**src/rtl/dac_pkg.sv**
```systemverilog
// Shared types and helpers for the multi-channel DAC controller.
// The real-valued conversion helper is only called when DAC_REAL_OUT_EN is defined.
package dac_pkg;

   typedef enum logic {
      IDLE   = 1'b0,
      SETTLE = 1'b1
   } dac_state_e;

   // Channel index width; a single-channel build still gets a 1-bit index.
   function automatic int ch_idx_w(input int nch);
      return (nch > 1) ? $clog2(nch) : 1;
   endfunction

   // Channel index width for the default 4-channel build.
   localparam int CHW_DEFAULT = ch_idx_w(4);

   // Weighted sum of bit_i * 2^i, scaled by vref / 2^w.
   function automatic real code_to_volts(input logic [15:0] code, input int w, input real vref);
      real acc;
      real lsb;
      acc = 0.0;
      lsb = vref / (2.0 ** w);
      for (int i = 0; i < w; i++) begin
         if (code[i]) acc = acc + lsb * (2.0 ** i);
      end
      return acc;
   endfunction

endpackage

```
**src/rtl/dac_chan_reg.sv**
```systemverilog
// One DAC channel: staging register, conversion snapshot and held output code.
// A write on the snapshot edge is captured directly (write-through).
module dac_chan_reg #(
   parameter int W = 12
) (
   input  logic         clk,
   input  logic         rst_n,
   input  logic         wr,
   input  logic [W-1:0] wr_data,
   input  logic         snap,
   input  logic         commit,
   output logic [W-1:0] code
);

   logic [W-1:0] staging;
   logic [W-1:0] snapshot;

   always_ff @(posedge clk or negedge rst_n) begin
      if (!rst_n) begin
         staging  <= '0;
         snapshot <= '0;
         code     <= '0;
      end else begin
         if (wr) staging <= wr_data;
         if (snap) snapshot <= wr ? wr_data : staging;
         if (commit) code <= snapshot;
      end
   end

endmodule

```
**src/rtl/dac_multich.sv**
```systemverilog
// N-channel DAC controller: soc snapshots staging codes, commits them after SETTLE_CYC.
// Define DAC_REAL_OUT_EN to add the simulation-only real a_out model.
//
// state  | meaning
// IDLE   | waiting for soc; staging writes accepted
// SETTLE | counting down the settling time; commit and eoc when count hits 0
module dac_multich
   import dac_pkg::*;
#(
   parameter int  NCH        = 4,
   parameter int  W          = 12,
   parameter int  SETTLE_CYC = 4,
   parameter real VREF       = 3.3
) (
   input  logic                          clk,
   input  logic                          rst_n,
   input  logic                          wr_en,
   input  logic [ch_idx_w(NCH)-1:0]      wr_ch,
   input  logic [W-1:0]                  wr_data,
   input  logic                          soc,
   input  logic                          all_ch,
   input  logic [ch_idx_w(NCH)-1:0]      soc_ch,
   output logic                          busy,
   output logic                          eoc,
   output logic                          ovr,
   output logic [NCH*W-1:0]              code_out
`ifdef DAC_REAL_OUT_EN
   ,
   output real                           a_out [NCH]
`endif
);

   localparam int CHW = ch_idx_w(NCH);
   localparam int CW  = (SETTLE_CYC > 1) ? $clog2(SETTLE_CYC) : 1;
   localparam logic [CW-1:0] CNT_LOAD = CW'(SETTLE_CYC - 1);

   dac_state_e      state, state_nxt;
   logic [CW-1:0]   cnt, cnt_nxt;
   logic            all_l;
   logic [CHW-1:0]  ch_l;
   logic            accept;
   logic            done;

   assign accept = (state == IDLE) && soc;
   assign done   = (state == SETTLE) && (cnt == '0);
   assign busy   = (state == SETTLE);

   always_comb begin
      state_nxt = state;
      cnt_nxt   = cnt;
      case (state)
         IDLE: begin
            if (soc) begin
               state_nxt = SETTLE;
               cnt_nxt   = CNT_LOAD;
            end
         end
         SETTLE: begin
            if (cnt == '0) state_nxt = IDLE;
            else           cnt_nxt   = cnt - 1'b1;
         end
         default: state_nxt = IDLE;
      endcase
   end

   always_ff @(posedge clk or negedge rst_n) begin
      if (!rst_n) begin
         state <= IDLE;
         cnt   <= '0;
         all_l <= 1'b0;
         ch_l  <= '0;
         eoc   <= 1'b0;
         ovr   <= 1'b0;
      end else begin
         state <= state_nxt;
         cnt   <= cnt_nxt;
         eoc   <= done;
         if (accept) begin
            all_l <= all_ch;
            ch_l  <= soc_ch;
         end
         // The eoc edge is still SETTLE, so a soc there is dropped too.
         if (soc && (state == SETTLE)) ovr <= 1'b1;
      end
   end

   for (genvar c = 0; c < NCH; c++) begin : g_ch
      dac_chan_reg #(.W(W)) u_chan (
         .clk     (clk),
         .rst_n   (rst_n),
         .wr      (wr_en && (wr_ch == CHW'(c))),
         .wr_data (wr_data),
         .snap    (accept),
         .commit  (done && (all_l || (ch_l == CHW'(c)))),
         .code    (code_out[c*W +: W])
      );
   end

`ifdef DAC_REAL_OUT_EN
   for (genvar c = 0; c < NCH; c++) begin : g_aout
      assign a_out[c] = code_to_volts(16'(code_out[c*W +: W]), W, VREF);
   end

   always @(posedge clk) begin
      if (eoc) begin
         for (int c = 0; c < NCH; c++) begin
            $display("dac_multich eoc: ch%0d code %0d -> %f V", c, code_out[c*W +: W],
                     code_to_volts(16'(code_out[c*W +: W]), W, VREF));
         end
      end
   end
`endif

endmodule

```
**config.mk**
```make
export PLATFORM = sky130hd
export DESIGN_NAME = dac_multich
export DESIGN_NICKNAME = d
export VERILOG_FILES = /design/src/rtl/dac_pkg.sv /design/src/rtl/dac_chan_reg.sv /design/src/rtl/dac_multich.sv
export SDC_FILE = /design/constraint.sdc
export NUM_CORES = 1
export LEC_CHECK = 0
export ABC_CLOCK_PERIOD_IN_PS = 4600
export CORE_ASPECT_RATIO = 0.7
export CORE_MARGIN = 8
export CORE_UTILIZATION = 55
export CTS_CLUSTER_SIZE = 10
export DETAILED_ROUTE_END_ITERATION = 8
export PLACE_DENSITY = 0.79
export SLEW_MARGIN = 15
export SYNTH_ARGS = -nofsm -noshare
export SYNTH_HDL_FRONTEND = slang
export SYNTH_SLANG_ARGS = --single-unit
```
**constraint.sdc**
```tcl
create_clock -name clk -period 4.6 [get_ports clk]
set_input_delay 0.46 -clock clk [delete_from_list [all_inputs] [get_ports clk]]
set_output_delay 0.46 -clock clk [all_outputs]
set_load 0.02 [all_outputs]
```
Word level (Yosys, flattened, before mapping)
Index checks and enable logic that the tools add are counted.

Memories kept: 0. Flip-flop bits (word level): 152. Output and inout port bits: 51. Bits in read-only memories: 0. RAM bits: 0. Logic and storage cells: 57. Latch bits: 0.

Shift-type cells: 0. $add $sub $neg: 1. Bitwise logic cells: 1. Reduce and logical (&&, ||, !) cells: 19. Mux-type cells: 10. Magnitude comparators: 0. Equality and inequality tests: 8. Divide/modulo/power cells: 0. Multipliers: 0.

Operators by type and width (number): 12-bit 2-to-1 mux (4); 1-bit logical AND (11); 2-bit equality test, second input constant (4); 2-bit logical NOT (3); 2-bit by 1-bit equality test with 1-bit output, second input constant (2); 1-bit logical OR (4); 2-bit 2-to-1 mux (2); 2-bit inequality test, second input constant (2); 2-bit one-hot mux with 2 select lines (1); 1-bit 2-to-1 mux (2); 1-bit one-hot mux with 2 select lines (1); 2-bit AND reduction (1); 2-bit by 1-bit subtractor with 2-bit output, second input constant (1); 1-bit inverter (1).

Logic depth before layout (Yosys ltp)
Gate-level depths: netlist of the first run.

Depth in word-level cells: 3. Gate-level depth with buffers: 7. Gate-level depth less buffers: 6.

Hierarchy
From an unflattened synthesis of the first run, not the netlist that was laid out.

Cells, all modules: 343. Area total of the unflattened synthesis: 5885.6 µm².

Modules (own cells, without submodules): dac_chan_reg (area each 1368.8 µm², times used 4, cells an instance 75); dac_multich (area each 410.4 µm², times used 1, cells an instance 43).

Least setup slack after synthesis of the first run
OpenSTA, ideal clock, no wires.

Path kind: register to register. Start: reg cnt[0]. End: reg g_ch[0].u_chan.code[10]. Period minus slack after synthesis: 1.454 ns. Arrival: 1.329 ns. Cell stages (with the launch flop): 8. Buffers on the path: 1. Setup slack: 3.146 ns. Cells stage by stage: dfrtp_1 > inv_1 > ha_1 > nand2_2 > clkinv_2 > o21ai_2 > buf_6 > mux2_4.

Longest elaborated chain between the ends: 3.

RTL lines: start: declaration (RTL line dac_multich.sv:38) `logic [CW-1:0] cnt, cnt_nxt;`; start signal: assignment (RTL line dac_multich.sv:76) `cnt <= cnt_nxt;`; 2-bit logical NOT (RTL line dac_multich.sv:45) `assign done = (state == SETTLE) && (cnt == '0);`; 1-bit logical AND (RTL line dac_multich.sv:45); via done (RTL line dac_multich.sv:42) `logic done;`; 1-bit logical AND (RTL line dac_multich.sv:94) `.commit (done && (all_l || (ch_l == CHW'(c)))),`; end signal: assignment (RTL line dac_chan_reg.sv:26) `if (commit) code <= snapshot;`; end: declaration (RTL line dac_chan_reg.sv:12) `output logic [W-1:0] code`.

The timed path passes the listed nets, and every way through them passes these cells. A chain may end at the register's enable or synchronous reset.

Worst setup path after layout of the first run
Start: in soc. End: reg g_ch[1].u_chan.snapshot[7].

Longest elaborated chain between the ends: 1.

RTL lines: start: declaration (RTL line dac_multich.sv:20) `input logic soc,`; 1-bit logical AND (RTL line dac_multich.sv:44) `assign accept = (state == IDLE) && soc;`; end signal: assignment (RTL line dac_chan_reg.sv:25) `if (snap) snapshot <= wr ? wr_data : staging;`; end: declaration (RTL line dac_chan_reg.sv:16) `logic [W-1:0] snapshot;`.

No other way between the ends.

==> results of run 1 <==
report_power, final:
part / total, uW / switching, uW / leakage, uW / internal (uW)
combinational: 1790 / 845 / 0.00131 / 947
sequential: 2190 / 315 / 0.00180 / 1880
clock: 1440 / 516 / 0.000298 / 921
final cells by class:
type / instances / area, um^2
flip-flops and latches: 152 / 3804
repair buffers: 74 / 734.5
clock buffers: 24 / 501.7
well taps: 132 / 165.2
inverters: 5 / 20.02
fillers: 712 / 3112
multi-input cells: 316 / 1904
clock inverters: 7 / 115.1
logic make-up after synthesis:
group / after synthesis / share of synthesized area (%)
AND/OR/NAND/NOR: 208 / 14.30
flip-flops: 152 / 64.80
adder cells (fa/ha/maj): 1 / 0.2131
buffers and inverters: 28 / 2.877
multiplexers: 51 / 11.70
AO/OA/AOI/OAI: 56 / 6.097
critical path, cell delays in order:
cell and delay (ns):
clkdlybuf4s50_1 0.49, nor2b_4 0.59, buf_4 0.52, nor2_1 0.09, a31oi_1 0.18
placed cells by master, fill, tap and decap left out, types with 2 or more instances in the layout:
cell	Yosys	routed
a31oi_1	48	48
and3b_2	2	2
buf_4	3	3
bufinv_16	0	3
clkbuf_1	4	2
clkbuf_16	0	17
clkbuf_8	0	5
clkdlybuf4s50_1	0	70
clkinv_2	1	3
clkinvlp_4	0	2
dfrtp_1	152	152
inv_1	4	4
mux2_1	6	6
mux2_2	15	15
mux2_4	30	30
nand2_1	144	144
nand2_2	2	2
nand3b_1	2	2
nor2_1	49	49
nor2b_1	3	2
o21ai_0	2	2
o21ai_2	3	3
metrics by stage:
stage | instances | setup WS [ns]
after floorplan | 496 | 3.146
after global placement | 679 | 2.266
after detailed placement | 679 | 2.182
after CTS | 710 | 2.591
after global routing | 710 | 2.436
final | 710 | 2.572
state kept, by name, indices dropped and copies added, names as in the netlist:
name,cells
eoc,1
ch_l,2
g_ch.u_chan.staging,48
busy,1
g_ch.u_chan.code,48
ovr,1
g_ch.u_chan.snapshot,48
all_l,1
cnt,2
path summary, 6_finish.rpt:
| check | slack, ns | to | cells after the start | from |
|---|---|---|---|---|
| setup / recovery | 2.57 | g_ch[1].u_chan.snapshot[7] | 5 | soc |
| hold / removal | 0.19 | g_ch[1].u_chan.code[6] | 1 | rst_n |
| setup reg to reg | 2.68 | g_ch[1].u_chan.snapshot[7] | 4 | busy |
| hold reg to reg | 0.47 | g_ch[2].u_chan.staging[0] | 2 | g_ch[2].u_chan.staging[0] |
| max in group asynchronous | 3.31 | g_ch[0].u_chan.snapshot[10] | 2 | rst_n |
| min in group clk | 0.47 | g_ch[2].u_chan.staging[0] | 2 | g_ch[2].u_chan.staging[0] |
routing by layer:
metal	wire, um	vias up	part of all wire [%]
met5	0	-	0
met4	35	0	0.28
met3	954	4	7.6
met2	6126	109	49
met1	5498	1922	44
li1	-	1805	-
==> flow_summary.json, run 1 <==
{
  "status": "complete, no violations",
  "met1_usage_pct": 24.58,
  "postCtsSetupBuffers": 0,
  "cts_tree": "done",
  "clkTransAtPathRegs_ns": 0.06,
  "maxCapViolations": 0,
  "crit_required_ns": 4.92,
  "worst-path-max-fanout": 46,
  "synth_top_area_share_pct": 64.80,
  "peakVddDrop_mv": 0.4127,
  "vias_per_cell": 5.408,
  "grt_pass1_wl_um": 20470,
  "drive_gt1_share_pct": 15.74,
  "fp.dieW_um": 139.5,
  "portBuffers": 71,
  "ant_nets": 0,
  "cts_root_buffer": "clkbuf_16",
  "drtIter0Drc": 256,
  "synth_nets": 518,
  "relSlewSlack_pct": 34.61,
  "final_util_pct": 69.95,
  "n_antenna_cell": 0,
  "worstMarginPinSlew_ns": 0.9809,
  "layout.nets": 588,
  "clk_path_buf_depth": 2,
  "cp-end-kind": "flip-flop",
  "pin_count": 72,
  "path_class": "in -> reg",
  "first_global_vias": 3876,
  "grt_use_met3_pct": 5.973,
  "timing.final.crit_share_pct": 44.08,
  "syn_inst": 496,
  "ys_ff_latch": 152,
  "num_vias": 3840,
  "die_height_um": 102.4,
  "ys_types": 29,
  "power.density_nw_per_um2": 748.3,
  "arrival_ns": 2.35,
  "grt_use_met2_pct": 29.74,
  "p_leak_uw": 0.003408,
  "die_area_um2": 14290,
  "fin_total_pwr_uw": 5421,
  "cp-start-kind": "input port",
  "cts_hold_buf": 0,
  "clock_sinks": 152,
  "numCtsBuffers": 17,
  "dpl_cell_area_um2": 6628,
  "rsz0062_at_grt": "false",
  "first_pass_iters": 4,
  "cts_resized": 0,
  "drv_slew": 0,
  "yosysTopAreaCell": "dfrtp_1",
  "hold_viol": 0,
  "antenna_found_initial": 0,
  "hp-class": "in -> async",
  "start_util_pct": 56.68,
  "avgSynthCellArea_um2": 11.83,
  "finalWirelength_um": 12620,
  "gr-total-overflow": 0,
  "gp_congestion": 0.7892,
  "synth_edf_count": 0,
  "rows": 31,
  "syn_area_um2": 5869,
  "wire_per_inst_um": 17.77,
  "stdcell_area_um2": 7244,
  "synth_warnings": 0,
  "grt_max_degree": 114,
  "clock.fmax_ghz": 0.4932,
  "setup_viol": 0,
  "area_growth_syn_to_layout_pct": 23.43,
  "htree_levels": 4,
  "layout_min_cycle_time_ns": 2.028,
  "clock_latency_ns": 0.41,
  "synth_common_cells": "dfrtp_1, nand2_1, nor2_1",
  "grt_use_total_pct": 18.72,
  "synth_most_common_cell": "dfrtp_1",
  "timing.hold.ws_ns": 0.1866,
  "fin_skew_ns": 0.005535,
  "top_usage_layer": "met2",
  "synth-seq-area-share_pct": 64.80,
  "tns_ns": 0,
  "hpwl_um": 8339,
  "synthFlopType": "dfrtp_1",
  "synth_area_leaders": "dfrtp_1, nand2_1, mux2_4",
  "drc": 0,
  "synth-async-reset-ratio_pct": 100.0,
  "core_um2": 10360
}
No activity file was read; power rests on OpenSTA's default activity.
==> inputs of run 2 (changes only) <==
--- a/config.mk
+++ b/config.mk
@@ -5,7 +5,7 @@
 export SDC_FILE = /design/constraint.sdc
 export NUM_CORES = 1
 export LEC_CHECK = 0
-export ABC_CLOCK_PERIOD_IN_PS = 4600
+export ABC_CLOCK_PERIOD_IN_PS = 2100
 export CORE_ASPECT_RATIO = 0.7
 export CORE_MARGIN = 8
 export CORE_UTILIZATION = 55
==> constraint.sdc (replaced) <==
create_clock -name clk -period 2.1 [get_ports clk]
set_input_delay 0.21 -clock clk [delete_from_list [all_inputs] [get_ports clk]]
set_output_delay 0.21 -clock clk [all_outputs]
set_load 0.02 [all_outputs]
==> run 2 against run 1 <==
  * Non-clock buffer count rose by 6
  * Critical endpoint is now g_ch[2].u_chan.code[0]
  * Cell count grew 0.99%
  * First-iteration DRC count increased by 21%
  * Sequential power rose by 120%
  * Highest routed layer unchanged
  * Sequential cell count did not move
==> flow_summary.json, run 2 (same netlist as run 1, synthesis figures left out) <==
{
  "gr-total-overflow": 0,
  "pre_cts_slack_ns": 0.3274,
  "fp.dieW_um": 139.5,
  "vias_per_cell": 5.604,
  "setup_viol": 0,
  "grt_use_total_pct": 19.88,
  "cp-end-kind": "flip-flop",
  "drv_slew": 0,
  "slowest_delay_ns": 0.67,
  "timing.final.crit_share_pct": 84.91,
  "crit_family": "compound AO/OA/AOI/OAI gates",
  "clkPwrFrac_pct": 27.3,
  "drive_gt1_share_pct": 16.75,
  "clock.fmax_ghz": 0.5608,
  "die_area_um2": 14290,
  "drc": 0,
  "p_int_uw": 8354,
  "num_vias": 4018,
  "pwr-share-comb_pct": 33.0,
  "core_um2": 10360,
  "wire_per_inst_um": 18.59,
  "drtIter0Drc": 311,
  "ant_nets": 0,
  "final_util_pct": 71.04,
  "top_regs": "g_ch.u_chan.code: 48 flops, g_ch.u_chan.snapshot: 48 flops, g_ch.u_chan.staging: 48 flops",
  "clock_latency_ns": 0.42,
  "antenna_found_initial": 0,
  "layout.nets": 594,
  "cts_resized": 0,
  "relSlewSlack_pct": 42.23,
  "p_leak_uw": 0.003460,
  "power.density_nw_per_um2": 1647,
  "area_growth_syn_to_layout_pct": 25.35,
  "layout_common_cells": "dfrtp_1, nand2_1, clkdlybuf4s50_1",
  "placed_cells": 684,
  "first_pass_iters": 5,
  "timing.hold.ws_ns": 0.3453,
  "p_switching_uw": 3766,
  "instances_no_fill": 717,
  "worstReg2RegEnd": "g_ch[2].u_chan.code[0]",
  "cts_root_buffer": "clkbuf_16",
  "clkTransAtPathRegs_ns": 0.06,
  "htree_levels": 4,
  "die_height_um": 102.4,
  "reg2reg_depth": 3,
  "pin_count": 72,
  "numCtsBuffers": 17,
  "hpwl_um": 8586,
  "cts_tree": "done",
  "cpMaxStageDelayCell": "o21ai_2",
  "regToRegSetupSlack_ns": 0.32,
  "layout_min_cycle_time_ns": 1.783,
  "finalWirelength_um": 13330,
  "gp_congestion": 0.7678,
  "cp-start-kind": "flip-flop",
  "maxCapViolations": 0,
  "rsz0062_at_grt": "false",
  "first_global_vias": 4198,
  "grt_pass1_wl_um": 21650,
  "n_antenna_cell": 0,
  "layout_commonest_cell": "dfrtp_1",
  "fin_skew_ns": 0.008493,
  "hold_viol": 0,
  "rows": 31,
  "crit_buf_inv": 0,
  "critical_path.cell_chain": "nor2b_1 > o21ai_2 > mux2_2",
  "crit_required_ns": 2.41,
  "regToRegStartpoint": "ch_l[1]",
  "status": "complete, no violations",
  "peakVddDrop_mv": 0.8524,
  "start_util_pct": 56.68,
  "portBuffers": 71,
  "clk_path_buf_depth": 2,
  "grt_max_degree": 65,
  "seqPwrFrac_pct": 39.7,
  "worst-path-max-fanout": 12,
  "clock_sinks": 152,
  "hp-class": "in -> async",
  "tns_ns": 0,
  "path_class": "reg -> reg",
  "switching_share_pct": 31.07,
  "worstMarginPinSlew_ns": 0.8664,
  "setup_slack_ns": 0.3168,
  "arrival_ns": 2.09,
  "postCtsSetupBuffers": 0
}
==> run 2: changes by cell type in the layout (fill, tap and decap cells not counted), sizes merged <==
cell | before | now
buf | 4 | 9
clkbuf | 24 | 19
clkinv | 3 | 6
bufinv | 3 | 5
clkinvlp | 2 | 3
dlygate4sd3 | 0 | 1
==> run 2: routing by layer <==
layer | vias to the layer above | global-route usage (%) | wire length [um]
met1 | 2041 | 23.94 | 5746
met5 | - | 0 | 0
met4 | 0 | 7.389 | 197
met2 | 133 | 33.50 | 6584
met3 | 23 | 6.206 | 803
li1 | 1821 | - | -
==> run 2: worst max-delay path by stage <==
stage,cells after the start,slack [ns],end,startpoint
2_1_floorplan,7,0.65,g_ch[0].u_chan.code[10],cnt[0]
3_3_place_gp,3,0.36,g_ch[2].u_chan.code[0],ch_l[1]
3_5_place_dp,3,0.33,g_ch[2].u_chan.code[0],ch_l[1]
4_1_cts,1,0.30,busy,busy
5_1_grt,3,0.24,g_ch[2].u_chan.code[0],ch_l[1]
6_report,3,0.32,g_ch[2].u_chan.code[0],ch_l[1]
==> run 2: repair_timing <==
action                                  in CTS  in global routing
endpoints found under the hold margin       62                  0
hold buffers                                 1                  0
endpoints found under the setup margin       0                  0
==> run 2: power groups by stage <==
stage               combinational [uW]  clock, uW  sequential (uW)
floorplan                         1940          0             5250
global placement                  3870          0             4780
detailed placement                4010          0             4840
CTS                               4070       3340             4820
global route                      4320       3460             4950
finish                            4000       3310             4810
==> run 2: final cells by class <==
cell class	instances	area (um^2)
clock buffers	19	442.9
clock inverters	13	201.4
fillers	697	2999
inverters	5	20.02
multi-input cells	316	1904
flip-flops and latches	152	3804
well taps	132	165.2
repair buffers	80	819.5
==> run 2: per-stage QoR <==
stage	area, um^2	total power (uW)
finish	7357	12120
global route	7357	12730
CTS	7357	12230
detailed placement	6703	8846
global placement	6703	8648
floorplan	5869	7192
==> run 2: worst reg2reg max path, stage by stage, from the launching register on <==
cell	delay, ns
dfrtp_1	0.41
nor2b_1	0.16
o21ai_2	0.67
mux2_2	0.43
